===== config.mk =====
export PLATFORM = sky130hd
export DESIGN_NAME = mdu_sequencer_flat
export DESIGN_NICKNAME = d
export VERILOG_FILES = /design/src/rtl/mdu_sequencer_if.sv /design/src/rtl/mdu_sequencer.sv /design/src/flat_wrapper.sv
export SDC_FILE = /design/constraint.sdc
export NUM_CORES = 1
export LEC_CHECK = 0
export ABC_AREA = 1
export ABC_CLOCK_PERIOD_IN_PS = 3260
export CAP_MARGIN = 20
export CELL_PAD_IN_SITES_DETAIL_PLACEMENT = 1
export CELL_PAD_IN_SITES_GLOBAL_PLACEMENT = 1
export CORE_UTILIZATION = 40
export DETAILED_ROUTE_END_ITERATION = 8
export GPL_TIMING_DRIVEN = 1
export PLACE_DENSITY_LB_ADDON = 0.15
export SETUP_SLACK_MARGIN = 0.2
export SYNTH_ARGS = -nofsm -noshare
export SYNTH_HDL_FRONTEND = slang
export SYNTH_SLANG_ARGS = --single-unit

===== constraint.sdc =====
create_clock -name clk -period 3.26 [get_ports clk]
set_clock_uncertainty 0.1 [all_clocks]
set_input_delay 0.489 -clock clk [delete_from_list [all_inputs] [get_ports clk]]
set_output_delay 0.489 -clock clk [all_outputs]
set_load 0.05 [all_outputs]

===== src/rtl/mdu_sequencer_if.sv =====
// Pipeline <-> multiply/divide sequencer bundle: request, HI/LO write port,
// status and the HI/LO architectural registers.
interface mdu_if #(
    parameter int WIDTH = 32
) ();
    logic             start;
    logic [1:0]       op;
    logic [WIDTH-1:0] src0;
    logic [WIDTH-1:0] src1;
    logic [1:0]       hilo_we;
    logic [WIDTH-1:0] hilo_wdata;
    logic             busy;
    logic             done;
    logic             div_by_zero;
    logic [WIDTH-1:0] hi;
    logic [WIDTH-1:0] lo;

    modport master (
        output start, op, src0, src1, hilo_we, hilo_wdata,
        input  busy, done, div_by_zero, hi, lo
    );

    modport slave (
        input  start, op, src0, src1, hilo_we, hilo_wdata,
        output busy, done, div_by_zero, hi, lo
    );
endinterface


===== src/rtl/mdu_sequencer.sv =====
// Radix-2 multi-cycle MULT/MULTU/DIV/DIVU sequencer owning HI/LO.
// Define MDU_DIV_EN to build the divide datapath; otherwise divides complete immediately.
module mdu_sequencer #(
    parameter int WIDTH = 32
) (
    input logic clk,
    input logic rst,
    mdu_if.slave bus
);
    localparam int CW = $clog2(WIDTH) + 1;

    typedef enum logic [2:0] {IDLE, PREP, ITER, FIX, DONE} state_t;

    state_t             state;
    logic [CW-1:0]      cnt;
    logic [WIDTH-1:0]   a_r, b_r;
    logic [2*WIDTH-1:0] acc, mcand;
    logic               signed_op, neg_p;
    logic               busy_r, done_r, dbz_r;
    logic [WIDTH-1:0]   hi_r, lo_r;
    logic [WIDTH-1:0]   a_abs, b_abs;

    assign a_abs = (signed_op && a_r[WIDTH-1]) ? -a_r : a_r;
    assign b_abs = (signed_op && b_r[WIDTH-1]) ? -b_r : b_r;

`ifdef MDU_DIV_EN
    logic             is_div, neg_r;
    logic [WIDTH:0]   shifted, diff;

    // acc holds {remainder, quotient}; quotient bits shift in from the bottom
    assign shifted = acc[2*WIDTH-1:WIDTH-1];
    assign diff    = shifted - {1'b0, b_r};
`endif

    always_ff @(posedge clk) begin
        if (rst) begin
            state     <= IDLE;
            cnt       <= '0;
            a_r       <= '0;
            b_r       <= '0;
            acc       <= '0;
            mcand     <= '0;
            signed_op <= 1'b0;
            neg_p     <= 1'b0;
            busy_r    <= 1'b0;
            done_r    <= 1'b0;
            dbz_r     <= 1'b0;
            hi_r      <= '0;
            lo_r      <= '0;
`ifdef MDU_DIV_EN
            is_div    <= 1'b0;
            neg_r     <= 1'b0;
`endif
        end else begin
            case (state)
                IDLE, DONE: begin
                    done_r <= 1'b0;
                    dbz_r  <= 1'b0;
                    if (bus.start) begin
                        a_r       <= bus.src0;
                        b_r       <= bus.src1;
                        signed_op <= ~bus.op[0];
`ifdef MDU_DIV_EN
                        is_div    <= bus.op[1];
                        busy_r    <= 1'b1;
                        state     <= PREP;
`else
                        if (bus.op[1]) begin
                            done_r <= 1'b1;
                            state  <= DONE;
                        end else begin
                            busy_r <= 1'b1;
                            state  <= PREP;
                        end
`endif
                    end else begin
                        state <= IDLE;
                        if (bus.hilo_we[1]) hi_r <= bus.hilo_wdata;
                        if (bus.hilo_we[0]) lo_r <= bus.hilo_wdata;
                    end
                end

                PREP: begin
                    neg_p <= signed_op & (a_r[WIDTH-1] ^ b_r[WIDTH-1]);
                    cnt   <= '0;
`ifdef MDU_DIV_EN
                    neg_r <= signed_op & a_r[WIDTH-1];
                    if (is_div) begin
                        if (b_r == '0) begin
                            hi_r   <= a_r;
                            lo_r   <= '1;
                            dbz_r  <= 1'b1;
                            done_r <= 1'b1;
                            busy_r <= 1'b0;
                            state  <= DONE;
                        end else begin
                            acc   <= {{WIDTH{1'b0}}, a_abs};
                            b_r   <= b_abs;
                            state <= ITER;
                        end
                    end else
`endif
                    begin
                        acc   <= '0;
                        mcand <= {{WIDTH{1'b0}}, a_abs};
                        b_r   <= b_abs;
                        state <= ITER;
                    end
                end

                ITER: begin
`ifdef MDU_DIV_EN
                    if (is_div)
                        acc <= {(diff[WIDTH] ? shifted[WIDTH-1:0] : diff[WIDTH-1:0]),
                                acc[WIDTH-2:0], ~diff[WIDTH]};
                    else
`endif
                    begin
                        if (b_r[0]) acc <= acc + mcand;
                        mcand <= {mcand[2*WIDTH-2:0], 1'b0};
                        b_r   <= {1'b0, b_r[WIDTH-1:1]};
                    end
                    cnt <= cnt + CW'(1);
                    if (cnt == CW'(WIDTH - 1)) state <= FIX;
                end

                FIX: begin
                    busy_r <= 1'b0;
                    done_r <= 1'b1;
                    state  <= DONE;
`ifdef MDU_DIV_EN
                    if (is_div) begin
                        lo_r <= neg_p ? -acc[WIDTH-1:0] : acc[WIDTH-1:0];
                        hi_r <= neg_r ? -acc[2*WIDTH-1:WIDTH] : acc[2*WIDTH-1:WIDTH];
                    end else
`endif
                    {hi_r, lo_r} <= neg_p ? -acc : acc;
                end

                default: state <= IDLE;
            endcase
        end
    end

    assign bus.busy        = busy_r;
    assign bus.done        = done_r;
    assign bus.div_by_zero = dbz_r;
    assign bus.hi          = hi_r;
    assign bus.lo          = lo_r;
endmodule


===== src/flat_wrapper.sv =====
// flat-port wrapper written by rule: the top's interface ports become plain ports
module mdu_sequencer_flat 
#(
    parameter int WIDTH = 32
)
  (clk, rst, bus_start, bus_op, bus_src0, bus_src1, bus_hilo_we, bus_hilo_wdata, bus_busy, bus_done, bus_div_by_zero, bus_hi, bus_lo);
  mdu_if #(.WIDTH(WIDTH)) bus_i ();
  input logic clk;
  input logic rst;
  input wire logic [$bits(bus_i.start)-1:0] bus_start;
  input wire logic [$bits(bus_i.op)-1:0] bus_op;
  input wire logic [$bits(bus_i.src0)-1:0] bus_src0;
  input wire logic [$bits(bus_i.src1)-1:0] bus_src1;
  input wire logic [$bits(bus_i.hilo_we)-1:0] bus_hilo_we;
  input wire logic [$bits(bus_i.hilo_wdata)-1:0] bus_hilo_wdata;
  output wire logic [$bits(bus_i.busy)-1:0] bus_busy;
  output wire logic [$bits(bus_i.done)-1:0] bus_done;
  output wire logic [$bits(bus_i.div_by_zero)-1:0] bus_div_by_zero;
  output wire logic [$bits(bus_i.hi)-1:0] bus_hi;
  output wire logic [$bits(bus_i.lo)-1:0] bus_lo;
  assign bus_i.start = bus_start;
  assign bus_i.op = bus_op;
  assign bus_i.src0 = bus_src0;
  assign bus_i.src1 = bus_src1;
  assign bus_i.hilo_we = bus_hilo_we;
  assign bus_i.hilo_wdata = bus_hilo_wdata;
  assign bus_busy = bus_i.busy;
  assign bus_done = bus_i.done;
  assign bus_div_by_zero = bus_i.div_by_zero;
  assign bus_hi = bus_i.hi;
  assign bus_lo = bus_i.lo;
  mdu_sequencer #(.WIDTH(WIDTH)) u_core (.clk(clk), .rst(rst), .bus(bus_i));
endmodule

==> implementation parameters <==
Parameter                              Value

Detailed routing
  Number of optimization iterations in the first detailed-route pass ... 6
  Detailed Route WL ... between 80000 and 90000 um
  Routed length on met3 ... about 6000 um
  Via count ... 23890
  Wl on met1 ... 41270 um
  Initial detailed-routing violation count ... roughly 1900
  Routed wl met2 ... ~39000 um
  Avg WL per Cell ... 20.70 um
  Remaining antenna violation count after routing ... 0
  Average vias per placed instance ... 5.590
  Remaining DRCs ... 0
  Top metal layer carrying routed signals ... met4

STA
  Post-route clock period utilization ... 89.76%
  Headroom to the max-slew limit ... approximately 45%
  Worst Slack Setup Final ... 333.7 ps
  Pins over their slew limit ... 0
  Final critical-path required period ... 2926 ps
  Highest clock frequency the design can meet ... 341.7 MHz
  Unrepaired setup endpoints after global routing ... false
  Pin slew with the least headroom to its limit ... 827.3 ps
  Fin Setup TNS ... 0 ps
  Count of endpoints failing setup in the final report ... 0
  Final hold violation count ... 0

Power and ir drop
  Worst vdd ir ... roughly 0.34 mV
  Cell Pwr Density ... 426.7 nW/um^2
  Leak pwr ... around 11 nW

Yosys
  Cell area after synthesis ... 19870 um^2
  Most used flip-flop cell after synthesis ... sky130_fd_sc_hd__dfxtp_1
  Post-synthesis sequential area ratio ... 27.11%
  Async set or reset register ratio after synthesis ... 0%
  Total of warnings raised by yosys ... 0
  Number of flops mapped to enable cells by yosys ... 0
  Per-instance average area after synthesis ... roughly 5.8 um^2
  Cells after synthesis ... 3454
  Seq cells post-synth ... 269
  Count of unique library cells instantiated by Yosys ... 47
  Synthesized netlist net count ... roughly 3600

Critical path
  CP peak stage delay ... between 500 and 600 ps
  CP Capture Type ... register
  Cell type with the highest occurrence count on the critical path ... sky130_fd_sc_hd__nand2_1
  Worst Path Arrival ... 3230 ps
  Ordered list of cells on the worst path ... ha_1, inv_1, fa_1, inv_1, nand2_1, nand3_1, nand2_1, nand2_1, nand2_1, nand2_1, nand2_1, nand2_1, nand2_1, nand3_1, a21oi_1
  End of the worst register-to-register path ... u_core.acc[62]$_SDFFE_PP0P_
  Number of buffer and inverter instances along the worst setup path ... 2
  Critical path fanouts, max ... 4
  Register-to-register setup slack ... 330 ps
  Worst Path Required ... 3570 ps
  Setup crit start kind ... register
  CP delay by family, top ... simple AND/OR/NAND/NOR gates
  CP Class ... register to register
  Logic depth of the worst register-to-register path ... 15
  Reg2reg start ... u_core.acc[0]$_SDFFE_PP0P_
  CP max stage cell ... sky130_fd_sc_hd__dfxtp_1

CTS
  Clock transition at the registers of the reported paths ... around 60 ps
  CTS Sinks ... 269
  Post-CTS Repair Setup Buffers ... 0
  Clock Root Buffer ... sky130_fd_sc_hd__clkbuf_16
  Worst skew pair latency ... 560 ps
  TritonCTS clock tree ... yes
  Count of cells resized by post-cts repair ... 0
  Number of hold buffers added after CTS ... 0
  Number of buffers created by CTS ... 36
  H-tree depth ... 2
  Clock Tree Buf Depth ... 3

Floorplanning
  Cell Rows ... 81
  Starting density of the core ... 40.58%
  Die Y-Extent ... 224.9 um
  Area of the die ... 50560 um^2
  Die outline width ... 224.9 um
  Placeable Area ... ~49000 um^2
  I/O pin cnt ... between 150 and 200

Global routing
  Maximum number of pins on one net before global-route repair ... 135
  GRT Resource Usage Total ... 34.65%
  First-pass GRT wire length ... about 140000 um
  Gr ovfl total ... 0
  Initial antenna violation count ... 1
  Via count of the first global-routing pass ... 23820

Place
  Setup Slack @ Placement ... 466.9 ps
  Placed Cells ... 4208
  Dpl hpwl ... between 60000 and 70000 um
  Final weighted congestion in routability-driven placement ... roughly 0.98
  Buffers on Ports ... ~170

Final layout
  Post-route core utilization ... 47.99%
  Highest-count cells in the layout ignoring fill and taps ... 1087 x sky130_fd_sc_hd__nand2_1, 522 x sky130_fd_sc_hd__inv_1, 323 x sky130_fd_sc_hd__a21oi_1
  P&R area growth vs syn ... 18.27%
  Final standard cell count with taps included and fillers excluded ... 4273
  # diodes ... 0
  Most frequent standard cell in the layout excluding fill and tap cells ... sky130_fd_sc_hd__nand2_1
  Ratio of cells with drive above 1 in the final layout ... 4.683%
  Nets@finish ... 3753

Run status
  Outcome ... finished, final reports clean

Min path
  Hold/Removal Path Class ... input port to register
  Number of stages on the worst hold path ... 4
  Hold Path End ... u_core.acc[2]$_SDFFE_PP0P_
  Origin of the worst min-delay path ... rst

Job
  Maximum capacitance violations ... 0
==> how the worst max path moves through the flow <==
| stage | from | cells after the start | end | slack [ps] |
|---|---|---|---|---|
| finish | u_core.acc[0]$_SDFFE_PP0P_ | 15 | u_core.acc[62]$_SDFFE_PP0P_ | 330 |
| global route | u_core.acc[0]$_SDFFE_PP0P_ | 15 | u_core.acc[46]$_SDFFE_PP0P_ | 220 |
| CTS | u_core.acc[0]$_SDFFE_PP0P_ | 15 | u_core.acc[62]$_SDFFE_PP0P_ | 420 |
| detailed placement | u_core.acc[0]$_SDFFE_PP0P_ | 15 | u_core.acc[62]$_SDFFE_PP0P_ | 470 |
| global placement | u_core.acc[0]$_SDFFE_PP0P_ | 15 | u_core.acc[62]$_SDFFE_PP0P_ | 550 |
| floorplan | u_core.mcand[0]$_SDFFE_PP0N_ | 12 | u_core.acc[28]$_SDFFE_PP0P_ | 1270 |
==> worst reg2reg max path: cells and delay by family, from the launching register on <==
family | cells | cell delay, ps
compound gates | 1 | 70
buf+inv | 2 | 190
flops | 1 | 520
fa+ha+maj | 2 | 700
simple gates | 10 | 1190
==> synthesized netlist by cell type, types with 2 or more instances <==
master / number / area (um^2)
sky130_fd_sc_hd__nor2_1: 258 / 968.4
sky130_fd_sc_hd__a41oi_1: 8 / 70.07
sky130_fd_sc_hd__xor2_1: 4 / 35.03
sky130_fd_sc_hd__a21oi_1: 323 / 1617
sky130_fd_sc_hd__o22ai_1: 10 / 62.56
sky130_fd_sc_hd__nor3b_1: 3 / 22.52
sky130_fd_sc_hd__or2_1: 2 / 12.51
sky130_fd_sc_hd__inv_2: 7 / 26.28
sky130_fd_sc_hd__buf_2: 18 / 90.09
sky130_fd_sc_hd__a221oi_1: 19 / 166.4
sky130_fd_sc_hd__a31oi_1: 43 / 269.0
sky130_fd_sc_hd__a211oi_1: 3 / 22.52
sky130_fd_sc_hd__nor4_1: 8 / 50.05
sky130_fd_sc_hd__o21ai_0: 210 / 1051
sky130_fd_sc_hd__and3_1: 2 / 12.51
sky130_fd_sc_hd__nand2_2: 2 / 12.51
sky130_fd_sc_hd__nand2_1: 1087 / 4080
sky130_fd_sc_hd__dfxtp_1: 269 / 5385
sky130_fd_sc_hd__o21bai_1: 5 / 37.54
sky130_fd_sc_hd__clkbuf_1: 91 / 341.6
sky130_fd_sc_hd__nand4_1: 59 / 369.1
sky130_fd_sc_hd__o21a_1: 3 / 22.52
sky130_fd_sc_hd__o311ai_0: 2 / 17.52
sky130_fd_sc_hd__buf_1: 10 / 37.54
sky130_fd_sc_hd__nor2_2: 6 / 37.54
sky130_fd_sc_hd__nor3_2: 2 / 20.02
sky130_fd_sc_hd__o211ai_1: 5 / 37.54
sky130_fd_sc_hd__or2_2: 36 / 225.2
sky130_fd_sc_hd__nand3b_1: 11 / 82.58
sky130_fd_sc_hd__o21ai_2: 3 / 26.28
sky130_fd_sc_hd__nand3_2: 3 / 30.03
sky130_fd_sc_hd__nand3_1: 299 / 1496
sky130_fd_sc_hd__o21ai_1: 4 / 20.02
sky130_fd_sc_hd__ha_1: 67 / 838.3
sky130_fd_sc_hd__o31ai_1: 5 / 37.54
sky130_fd_sc_hd__nor2_4: 2 / 22.52
sky130_fd_sc_hd__and2_1: 2 / 12.51
sky130_fd_sc_hd__inv_1: 523 / 1963
sky130_fd_sc_hd__nor3_1: 32 / 160.2
==> stage by stage <==
step | power, W | hold slack, ps | instance area (um^2)
after floorplan | 0.005082 | 336.7 | 19870
after global placement | 0.005819 | 354.8 | 22270
after detailed placement | 0.005877 | 378.0 | 22270
after CTS | 0.01005 | 208.2 | 23490
after global routing | 0.01041 | 234.3 | 23490
final | 0.01003 | 221.5 | 23490
==> power breakdown <==
part,switching (W),internal [W]
clock,0.00167,0.00251
sequential,0.000222,0.00351
combinational,0.00146,0.000653
total,0.00335,0.00668
==> layout make-up <==
| type | instances | area (um^2) |
|---|---|---|
| fillers | 6824 | 25460 |
| multi-input cells | 2534 | 12030 |
| clock inverters | 14 | 165.2 |
| repair buffers | 210 | 2032 |
| well taps | 664 | 830.8 |
| inverters | 531 | 1994 |
| clock buffers | 51 | 1060 |
| flip-flops and latches | 269 | 5386 |
==> state kept, by name, indices dropped and copies added (netlist names) <==
name / flops
u_core.bus.busy: 1
u_core.cnt: 6
u_core.bus.hi: 32
u_core.acc: 64
u_core.signed_op: 1
u_core.bus.lo: 32
u_core.a_r: 32
u_core.state: 3
u_core.b_r: 32
u_core.mcand: 64
u_core.neg_p: 1
u_core.bus.done: 1
==> logic make-up after synthesis <==
kind of cell             synth area share, %
other                                0.01888
AO/OA/AOI/OAI                          17.53
AND/OR/NAND/NOR                        38.41
adder cells (fa/ha/maj)                4.321
buffers and inverters                  12.43
flip-flops                             27.11
XOR/XNOR                              0.1763
==> routing by layer <==
layer	global-route usage, %	vias up
li1	-	11410
met1	48.39	11600
met2	54.66	750
met3	4.847	130
met4	11.13	0
met5	0	-
Note: power is estimated with default switching activity, not from simulation.
